[config.mk]
export PLATFORM = sky130hd
export DESIGN_NAME = fetch_prefetch_flat
export DESIGN_NICKNAME = d
export VERILOG_FILES = /design/src/rtl/fetch_pkg.sv /design/src/rtl/fetch_prefetch_if.sv /design/src/rtl/fetch_fifo.sv /design/src/rtl/fetch_prefetch.sv /design/src/flat_wrapper.sv
export SDC_FILE = /design/constraint.sdc
export NUM_CORES = 1
export LEC_CHECK = 0
export ABC_CLOCK_PERIOD_IN_PS = 6200
export BUFFER_PORTS_ARGS = -buffer_cell sky130_fd_sc_hd__buf_2
export CAP_MARGIN = 10
export CORE_MARGIN = 5
export CORE_UTILIZATION = 45
export CTS_CLUSTER_SIZE = 24
export DETAILED_ROUTE_END_ITERATION = 12
export GPL_TIMING_DRIVEN = 0
export PLACE_DENSITY = 0.77
export SYNTH_ARGS = -nofsm -noshare
export SYNTH_HDL_FRONTEND = slang
export SYNTH_SLANG_ARGS = --single-unit
[constraint.sdc]
create_clock -name clk -period 6.2 [get_ports clk]
set_clock_uncertainty 0.1 [all_clocks]
set_input_delay 1.24 -clock clk [delete_from_list [all_inputs] [get_ports clk]]
set_output_delay 1.24 -clock clk [all_outputs]
set_load 0.02 [all_outputs]
[src/rtl/fetch_pkg.sv]
// Shared constants for the instruction-fetch stage: PC increment, default
// widths and reset vector, plus a sizing helper for occupancy counters.
package fetch_pkg;

    localparam int PC_INC  = 4;
    localparam int PC_W    = 64;
    localparam int INSTR_W = 32;

    localparam logic [PC_W-1:0] DEFAULT_RESET_PC = '0;

    // Width needed to hold an occupancy of 0..depth inclusive.
    function automatic int count_width(input int depth);
        return $clog2(depth + 1);
    endfunction

endpackage

[src/rtl/fetch_prefetch_if.sv]
// Fetch-stage bus: redirect in, instruction-memory port, decode handshake and
// occupancy. The master side is the fetch stage, the slave side its environment.
interface fetch_prefetch_if
    import fetch_pkg::*;
#(
    parameter int N     = PC_W,
    parameter int IW    = INSTR_W,
    parameter int DEPTH = 4
) ();
    localparam int CW = count_width(DEPTH);

    logic          PCSrc_F;
    logic [N-1:0]  PCBranch_F;
    logic [N-1:0]  imem_addr_F;
    logic [IW-1:0] imem_data_F;
    logic          valid_D;
    logic          ready_D;
    logic [IW-1:0] instr_D;
    logic [N-1:0]  pc_D;
    logic [CW-1:0] count_F;

    modport master (
        input  PCSrc_F, PCBranch_F, imem_data_F, ready_D,
        output imem_addr_F, valid_D, instr_D, pc_D, count_F
    );

    modport slave (
        output PCSrc_F, PCBranch_F, imem_data_F, ready_D,
        input  imem_addr_F, valid_D, instr_D, pc_D, count_F
    );

endinterface

[src/rtl/fetch_fifo.sv]
// Small circular queue with a combinational head read; flush empties it in one
// edge, and pointers wrap naturally at the power-of-two depth.
module fetch_fifo
    import fetch_pkg::*;
#(
    parameter int W     = PC_W + INSTR_W,
    parameter int DEPTH = 4,
    localparam int AW   = $clog2(DEPTH),
    localparam int CW   = count_width(DEPTH)
) (
    input  logic          clk,
    input  logic          rst,
    input  logic          push,
    input  logic          pop,
    input  logic          flush,
    input  logic [W-1:0]  din,
    output logic [W-1:0]  dout,
    output logic [CW-1:0] count
);

    logic [AW-1:0] wr_ptr_reg, rd_ptr_reg;
    logic [CW-1:0] count_reg;
    logic [W-1:0]  entries [DEPTH];

    always_ff @(posedge clk or posedge rst) begin
        if (rst) begin
            wr_ptr_reg <= '0;
            rd_ptr_reg <= '0;
            count_reg  <= '0;
        end else if (flush) begin
            wr_ptr_reg <= '0;
            rd_ptr_reg <= '0;
            count_reg  <= '0;
        end else begin
            if (push) wr_ptr_reg <= wr_ptr_reg + 1'b1;
            if (pop)  rd_ptr_reg <= rd_ptr_reg + 1'b1;
            case ({push, pop})
                2'b10:   count_reg <= count_reg + 1'b1;
                2'b01:   count_reg <= count_reg - 1'b1;
                default: count_reg <= count_reg;
            endcase
        end
    end

    // Storage carries no reset: contents are only meaningful below count.
    generate
        for (genvar gi = 0; gi < DEPTH; gi++) begin : g_entry
            logic [W-1:0] data_reg;
            always_ff @(posedge clk) begin
                if (push && !flush && (wr_ptr_reg == AW'(gi)))
                    data_reg <= din;
            end
            assign entries[gi] = data_reg;
        end
    endgenerate

    assign dout  = entries[rd_ptr_reg];
    assign count = count_reg;

endmodule

[src/rtl/fetch_prefetch.sv]
// Instruction-fetch stage: owns the PC, prefetches into a small queue while it
// has room, and hands {PC, instruction} pairs to decode; redirects flush it.
module fetch_prefetch
    import fetch_pkg::*;
#(
    parameter int            N        = PC_W,
    parameter int            IW       = INSTR_W,
    parameter int            DEPTH    = 4,
    parameter logic [N-1:0]  RESET_PC = N'(DEFAULT_RESET_PC)
) (
    input  logic             clk,
    input  logic             reset,
    fetch_prefetch_if.master bus
);

    localparam int CW = count_width(DEPTH);

    logic [N-1:0]    pc_reg, pc_next;
    logic [CW-1:0]   count;
    logic            push, pop;
    logic [N+IW-1:0] head;

    // Push looks only at the registered count so ready_D never reaches the PC.
    assign push = !bus.PCSrc_F && (count < CW'(DEPTH));
    assign pop  = bus.valid_D && bus.ready_D;

    always_comb begin
        pc_next = pc_reg;
        if (bus.PCSrc_F)
            pc_next = {bus.PCBranch_F[N-1:2], 2'b00};
        else if (push)
            pc_next = pc_reg + N'(PC_INC);
    end

    always_ff @(posedge clk or posedge reset) begin
        if (reset) pc_reg <= RESET_PC;
        else       pc_reg <= pc_next;
    end

    fetch_fifo #(
        .W     (N + IW),
        .DEPTH (DEPTH)
    ) u_fifo (
        .clk   (clk),
        .rst   (reset),
        .push  (push),
        .pop   (pop),
        .flush (bus.PCSrc_F),
        .din   ({pc_reg, bus.imem_data_F}),
        .dout  (head),
        .count (count)
    );

    assign bus.imem_addr_F     = pc_reg;
    assign bus.valid_D         = (count != '0);
    assign {bus.pc_D, bus.instr_D} = head;
    assign bus.count_F         = count;

endmodule

[src/flat_wrapper.sv]
// flat-port wrapper written by rule: the top's interface ports become plain ports
module fetch_prefetch_flat import fetch_pkg::*;
#(
    parameter int            N        = PC_W,
    parameter int            IW       = INSTR_W,
    parameter int            DEPTH    = 4,
    parameter logic [N-1:0]  RESET_PC = N'(DEFAULT_RESET_PC)
)
  (clk, reset, bus_PCSrc_F, bus_PCBranch_F, bus_imem_data_F, bus_ready_D, bus_imem_addr_F, bus_valid_D, bus_instr_D, bus_pc_D, bus_count_F);
  fetch_prefetch_if #(.N(N), .IW(IW), .DEPTH(DEPTH)) bus_i ();
  input  logic clk;
  input  logic reset;
  input wire logic [$bits(bus_i.PCSrc_F)-1:0] bus_PCSrc_F;
  input wire logic [$bits(bus_i.PCBranch_F)-1:0] bus_PCBranch_F;
  input wire logic [$bits(bus_i.imem_data_F)-1:0] bus_imem_data_F;
  input wire logic [$bits(bus_i.ready_D)-1:0] bus_ready_D;
  output wire logic [$bits(bus_i.imem_addr_F)-1:0] bus_imem_addr_F;
  output wire logic [$bits(bus_i.valid_D)-1:0] bus_valid_D;
  output wire logic [$bits(bus_i.instr_D)-1:0] bus_instr_D;
  output wire logic [$bits(bus_i.pc_D)-1:0] bus_pc_D;
  output wire logic [$bits(bus_i.count_F)-1:0] bus_count_F;
  assign bus_i.PCSrc_F = bus_PCSrc_F;
  assign bus_i.PCBranch_F = bus_PCBranch_F;
  assign bus_i.imem_data_F = bus_imem_data_F;
  assign bus_i.ready_D = bus_ready_D;
  assign bus_imem_addr_F = bus_i.imem_addr_F;
  assign bus_valid_D = bus_i.valid_D;
  assign bus_instr_D = bus_i.instr_D;
  assign bus_pc_D = bus_i.pc_D;
  assign bus_count_F = bus_i.count_F;
  fetch_prefetch #(.N(N), .IW(IW), .DEPTH(DEPTH), .RESET_PC(RESET_PC)) u_core (.clk(clk), .reset(reset), .bus(bus_i));
endmodule
* After elaboration in Yosys (flattened, before gate mapping)
Cells that the tools add are included.
** Word-level totals
- Flip-flop bits (word level) :: 455
- Input bits :: 100
- Output and inout bits :: 164
- Logic and storage cells :: 45
** Cells by class
- Add/sub/neg operators :: 5
- $lt $le $gt $ge :: 2
- Eq/ne operators :: 5
- Mux-type cells :: 11
- Bitwise logic cells :: 1
- Reductions and logical operators :: 13
** Operators by type and width (number)
- $bmux W96 S2 :: 1
- $mux W96 :: 2
- $mux W64 :: 2
- $add A64 B3 Y64 const B :: 1
- $mux W2 :: 4
- $logic_and A1 B1 Y1 :: 7
- $eq A2 B2 Y1 const B :: 3
- $pmux W3 S2 :: 1
- $reduce_bool A3 Y1 :: 2
- $add A2 B1 Y2 const B :: 2
- $eq A2 B1 Y1 const B :: 2
- $reduce_bool A2 Y1 :: 2
- $add A3 B1 Y3 const B :: 1
- $ge A3 B3 Y1 const B :: 1
- $lt A3 B3 Y1 const B :: 1
- $mux W3 :: 1
- $not A2 Y3 :: 1
- $sub A3 B1 Y3 const B :: 1
- $logic_not A2 Y1 :: 1
- $logic_not A1 Y1 :: 1

* Longest topological paths before layout
- Depth after elaboration :: 5
- Mapped depth :: 9
- Gate-level depth less buffers :: 6

* Cells and area by module
From an unflattened synthesis, not the netlist that was laid out.
** Second synthesis, totals
- Cells, all modules :: 979
- Area, all modules :: 17989.8 µm²
** By module, submodules not included
- fetch_fifo :: times used 1, cells an instance 544, area an instance 14261.2 µm², seq. area each 11706.2 µm²
- fetch_prefetch :: times used 1, cells an instance 435, area an instance 3728.6 µm², seq. area each 1551.5 µm²

* Least setup slack after synthesis
Ideal clock, no wire load.
- Path type :: input port to flip-flop
- From :: input port bus_PCSrc_F
- To :: register u_core.u_fifo.g_entry[0].data_reg[0], enable pin
- Setup time :: 0.463 ns
- Data arrival time :: 3.824 ns
- Required time :: 5.637 ns
- Slack :: 1.812 ns
- Stages on the path :: 3
- Path buffers :: 1
- Path through :: clkbuf_1 -> nor2_1 -> and2_1
** Between the ends
- Cells in the longest elaborated chain, start to end :: 4
** RTL lines
- start: declaration :: RTL line flat_wrapper.sv:13 : input wire logic [$bits(bus_i.PCSrc_F)-1:0] bus_PCSrc_F;
- $logic_not A1 Y1 (*) :: RTL line fetch_fifo.sv:50, fetch_prefetch.sv:24
- $logic_and A1 B1 Y1 :: RTL line fetch_prefetch.sv:24 : assign push = !bus.PCSrc_F && (count < CW'(DEPTH));
- $logic_and A1 B1 Y1 (*) (2 in a row) :: RTL line fetch_fifo.sv:50 : if (push && !flush && (wr_ptr_reg == AW'(gi)))
- end signal: assignment :: RTL line fetch_fifo.sv:51 : data_reg <= din;
- end: declaration :: RTL line fetch_fifo.sv:48 : logic [W-1:0] data_reg;
Mark *: on every way between the ends. The rest lies on a longest branch, timed or not.
A chain may end at the register's enable or synchronous reset.

* Worst setup path in the final report
- From :: register u_core.u_fifo.rd_ptr_reg[0]
- To :: output port bus_pc_D[29]
** Between the ends
- Cells in the longest elaborated chain, start to end :: 4
** RTL lines
- start: declaration :: RTL line fetch_fifo.sv:21 : logic [AW-1:0] wr_ptr_reg, rd_ptr_reg;
- start signal: assignment :: RTL line fetch_fifo.sv:36 : if (pop) rd_ptr_reg <= rd_ptr_reg + 1'b1;
- $not A2 Y3 (implied by the code) :: RTL line fetch_fifo.sv:57 : assign dout = entries[rd_ptr_reg];
- $bmux W96 S2 :: RTL line fetch_fifo.sv:57
- $mux W96 (implied by the code) (2 in a row) :: RTL line fetch_fifo.sv:57
- end: declaration :: RTL line flat_wrapper.sv:20 : output wire logic [$bits(bus_i.pc_D)-1:0] bus_pc_D;
No other way between the ends. The select of a mux whose other input is x is not followed.

==> results.toml <==
[outcome]
status = "completed"

[layout]
layout_commonest_cell = "edfxtp_1"
layout-area-overhead-vs-synth_pct = 20.7
drive_above_1_share = 0.342
final_nets = 1378
final_cell_mix = "376 x edfxtp_1, 262 x buf_2, 94 x mux4_2"
largest_register_ffs = 376

[route]
routed-via-count = 10300
drc = 0
final_antenna_net_count = 0
wire_length_per_cell_um = 24.0
routed_via_density = 5.61
totalWireLength_um = 43900
detailedRoute.firstPassIterationCount = 5
dr.first_iter.drc_count = 687

[yosys]
distinct_cells_synth = 41
cell_count_after_synthesis = 956
synth_enable_flop_cells = 376
area_of_the_mapped_netlist_um2 = 17500
post_synth.cell_area_avg_um2 = 18.3
synth_top_area_frac = 0.645
postSynth.topFlopCell = "edfxtp_1"
synth_sequential_area_ratio = 0.743
post_synth_main_area_contributors = "edfxtp_1 64%, mux4_2 12%, dfrtp_1 9.9%"
fraction_of_synthesis_flops_using_an_asynchronous_set_or_reset_pin = 0.155
synth.largest_area_cell = "edfxtp_1"
ys_warn_count = 0
yosys_register_bits = 445

[setup_path]
worst_ep_required_time_ps = 4860
start_kind = "flip-flop"
crit_top_cell = "buf_2"
critical_path_arrival_ps = 3460
reg2reg_setup_slack_ps = 2990
cp_top_family = "buffers and inverters"
reg2reg_depth = 9
critPathSlowestCell = "buf_1"
path_class = "flip-flop to output port"
crit_path_cell_trace = "clkbuf_1 > buf_2 > buf_1 > mux4_2 > buf_2"
critical_path_peak_fanout = 10
reg2reg_to = "u_core.bus.imem_addr_F[58]"
delay_of_the_slowest_cell_on_the_worst_path_ps = 790
worst-path-buf-inv = 4
crit_path_end_kind = "output port"
rr_startpoint = "u_core.bus.imem_addr_F[3]"

[clocking]
clock_transition_at_path_regs_ps = 60
cts_tree = "built"
clock_sinks = 445
cts_hold_repair.buffers = 0
clk_latency_ps = 570
postCtsSetupBuffers = 0
clock_tree.htree_level_count = 2
cts_inserted_buffers = 47
post_cts_resize_count = 0
clockRootBuffer = "clkbuf_16"
clk_path_buf_depth = 3

[global_route]
global_route_wire_length_before_repair_um = 66400
groute.usage.overall = 0.202
grt_remaining_overflow = 0
global_route.peak_usage_layer = "met2"
first_global_vias = 10600
grtUsageMet3 = 0.0423
grt_use_met2 = 0.321
use_met1 = 0.282
antenna_found_initial = 3
grt_max_degree = 56

[sta]
timing_worst_slew_pin_value_ps = 1020
hold_violations = 0
setup_repair_after_global_routing_missed_its_margin = "no"
finalCritPeriodShare = 0.775
timing.max_slew.rel_slack = 0.319
slew_viol_final = 0
totalNegativeSetupSlack_ps = 0
fmax_ghz = 0.208
post-route-min-period_ps = 4800
worst_setup_slack_final_ps = 1400
setup_viol = 0
timing.hold.ws_ps = 494

[floorplanning]
floorplan.initialDensity = 0.454
floorplan.core_area_um2 = 38600
ios = 264
die-area_um2 = 43000
rows = 72
dieHeight_um = 207
die_width_um = 207

[worst_hold_path]
hold-path-endpoint = "u_core.u_fifo.wr_ptr_reg[1]"
hp-class = "flip-flop to flip-flop"
worstHoldStart = "u_core.u_fifo.wr_ptr_reg[1]"
worst_hold_path.num_cells = 2

[power_and_ir_drop]
fin_total_pwr_mw = 8.43
p_leak_nw = 7.38
power_density_nw_per_um2 = 399
power.ir.vdd_worst_mv = 0.261

[place]
gp_congestion = 0.785
dp_slack_ps = 1790
buffer_ports.inserted = 257
dp_wirelength_um = 28900

[run]
max-cap-violations = 0
## how the worst max path moves through the flow
stage / from / end / cells past startpoint / slack (ps)
after floorplan: bus_PCSrc_F / u_core.u_fifo.g_entry[0].data_reg[0] / 3 / 1810
after global placement: bus_PCSrc_F / u_core.u_fifo.g_entry[0].data_reg[9] / 4 / -590
after detailed placement: u_core.u_fifo.rd_ptr_reg[0] / bus_pc_D[30] / 5 / 1790
after CTS: u_core.u_fifo.rd_ptr_reg[0] / bus_pc_D[30] / 5 / 1180
after global routing: u_core.u_fifo.rd_ptr_reg[0] / bus_pc_D[29] / 5 / 1110
final: u_core.u_fifo.rd_ptr_reg[0] / bus_pc_D[29] / 5 / 1400
## worst reg2reg max path: cells and delay by family (launching register included)
kind	cells	cell delay, ps
AOI/OAI and AO/OA	2	480
DFF	1	500
adders and majority gates	1	200
and+or+nand+nor	3	790
buffers and inverters	3	1000
## kinds of logic (layout without fill, tap and decap cells)
family | Yosys count | count (layout) | share of synthesized area
muxes | 97 | 97 | 0.123
and+or+nand+nor | 217 | 217 | 0.0658
other | 1 | 5 | 0.000214
xor gates and xnor gates | 36 | 36 | 0.0180
DFF | 445 | 445 | 0.743
buffers and inverters | 60 | 411 | 0.0143
adders and majority gates | 6 | 6 | 0.00471
AOI/OAI and AO/OA | 94 | 94 | 0.0313
## power breakdown
part,internal (mW),total [mW],switching [mW]
sequential,3.68,3.86,0.181
clock,1.58,2.69,1.12
combinational,0.722,1.88,1.15
total,5.98,8.43,2.45
## area by class of cell
cell class                      count  area [um2]
Sequential cell                   445       13000
Clock inverter                     13        95.1
Antenna cell                        1        2.50
Tap cell                          518         648
Clock buffer                       74        1390
Fill cell                        3090       17400
Multi-Input combinational cell    454        4270
Inverter                            9        36.3
Timing Repair Buffer              264        1470
Buffer                             51         216
## routing by layer
layer  vias up  part of all wire
li1       4478                 -
met1      5283              0.42
met2       407              0.48
met3        80             0.068
met4         4             0.029
met5         -           0.00061
## stage by stage
step,cell area [um2],utilization,std cells
floorplan,17500,-,959
global placement,19500,0.505,1734
detailed placement,19700,0.510,1741
CTS,21100,0.548,1828
global route,21100,0.548,1828
finish,21100,0.549,1829
## synthesized netlist by cell type (all sizes together), types with 4 or more instances
cell	count
o21ai	48
dfrtp	69
ha	5
buf	19
and3	11
or4	14
inv	9
nand3	24
nand2	56
xor2	28
clkbuf	32
nor4	6
and4	5
o31ai	12
xnor2	8
a31oi	26
nor2	37
mux4	94
or3	19
and2	9
nand4	24
nor3	4
edfxtp	376
(Power assumes the default switching activity.)
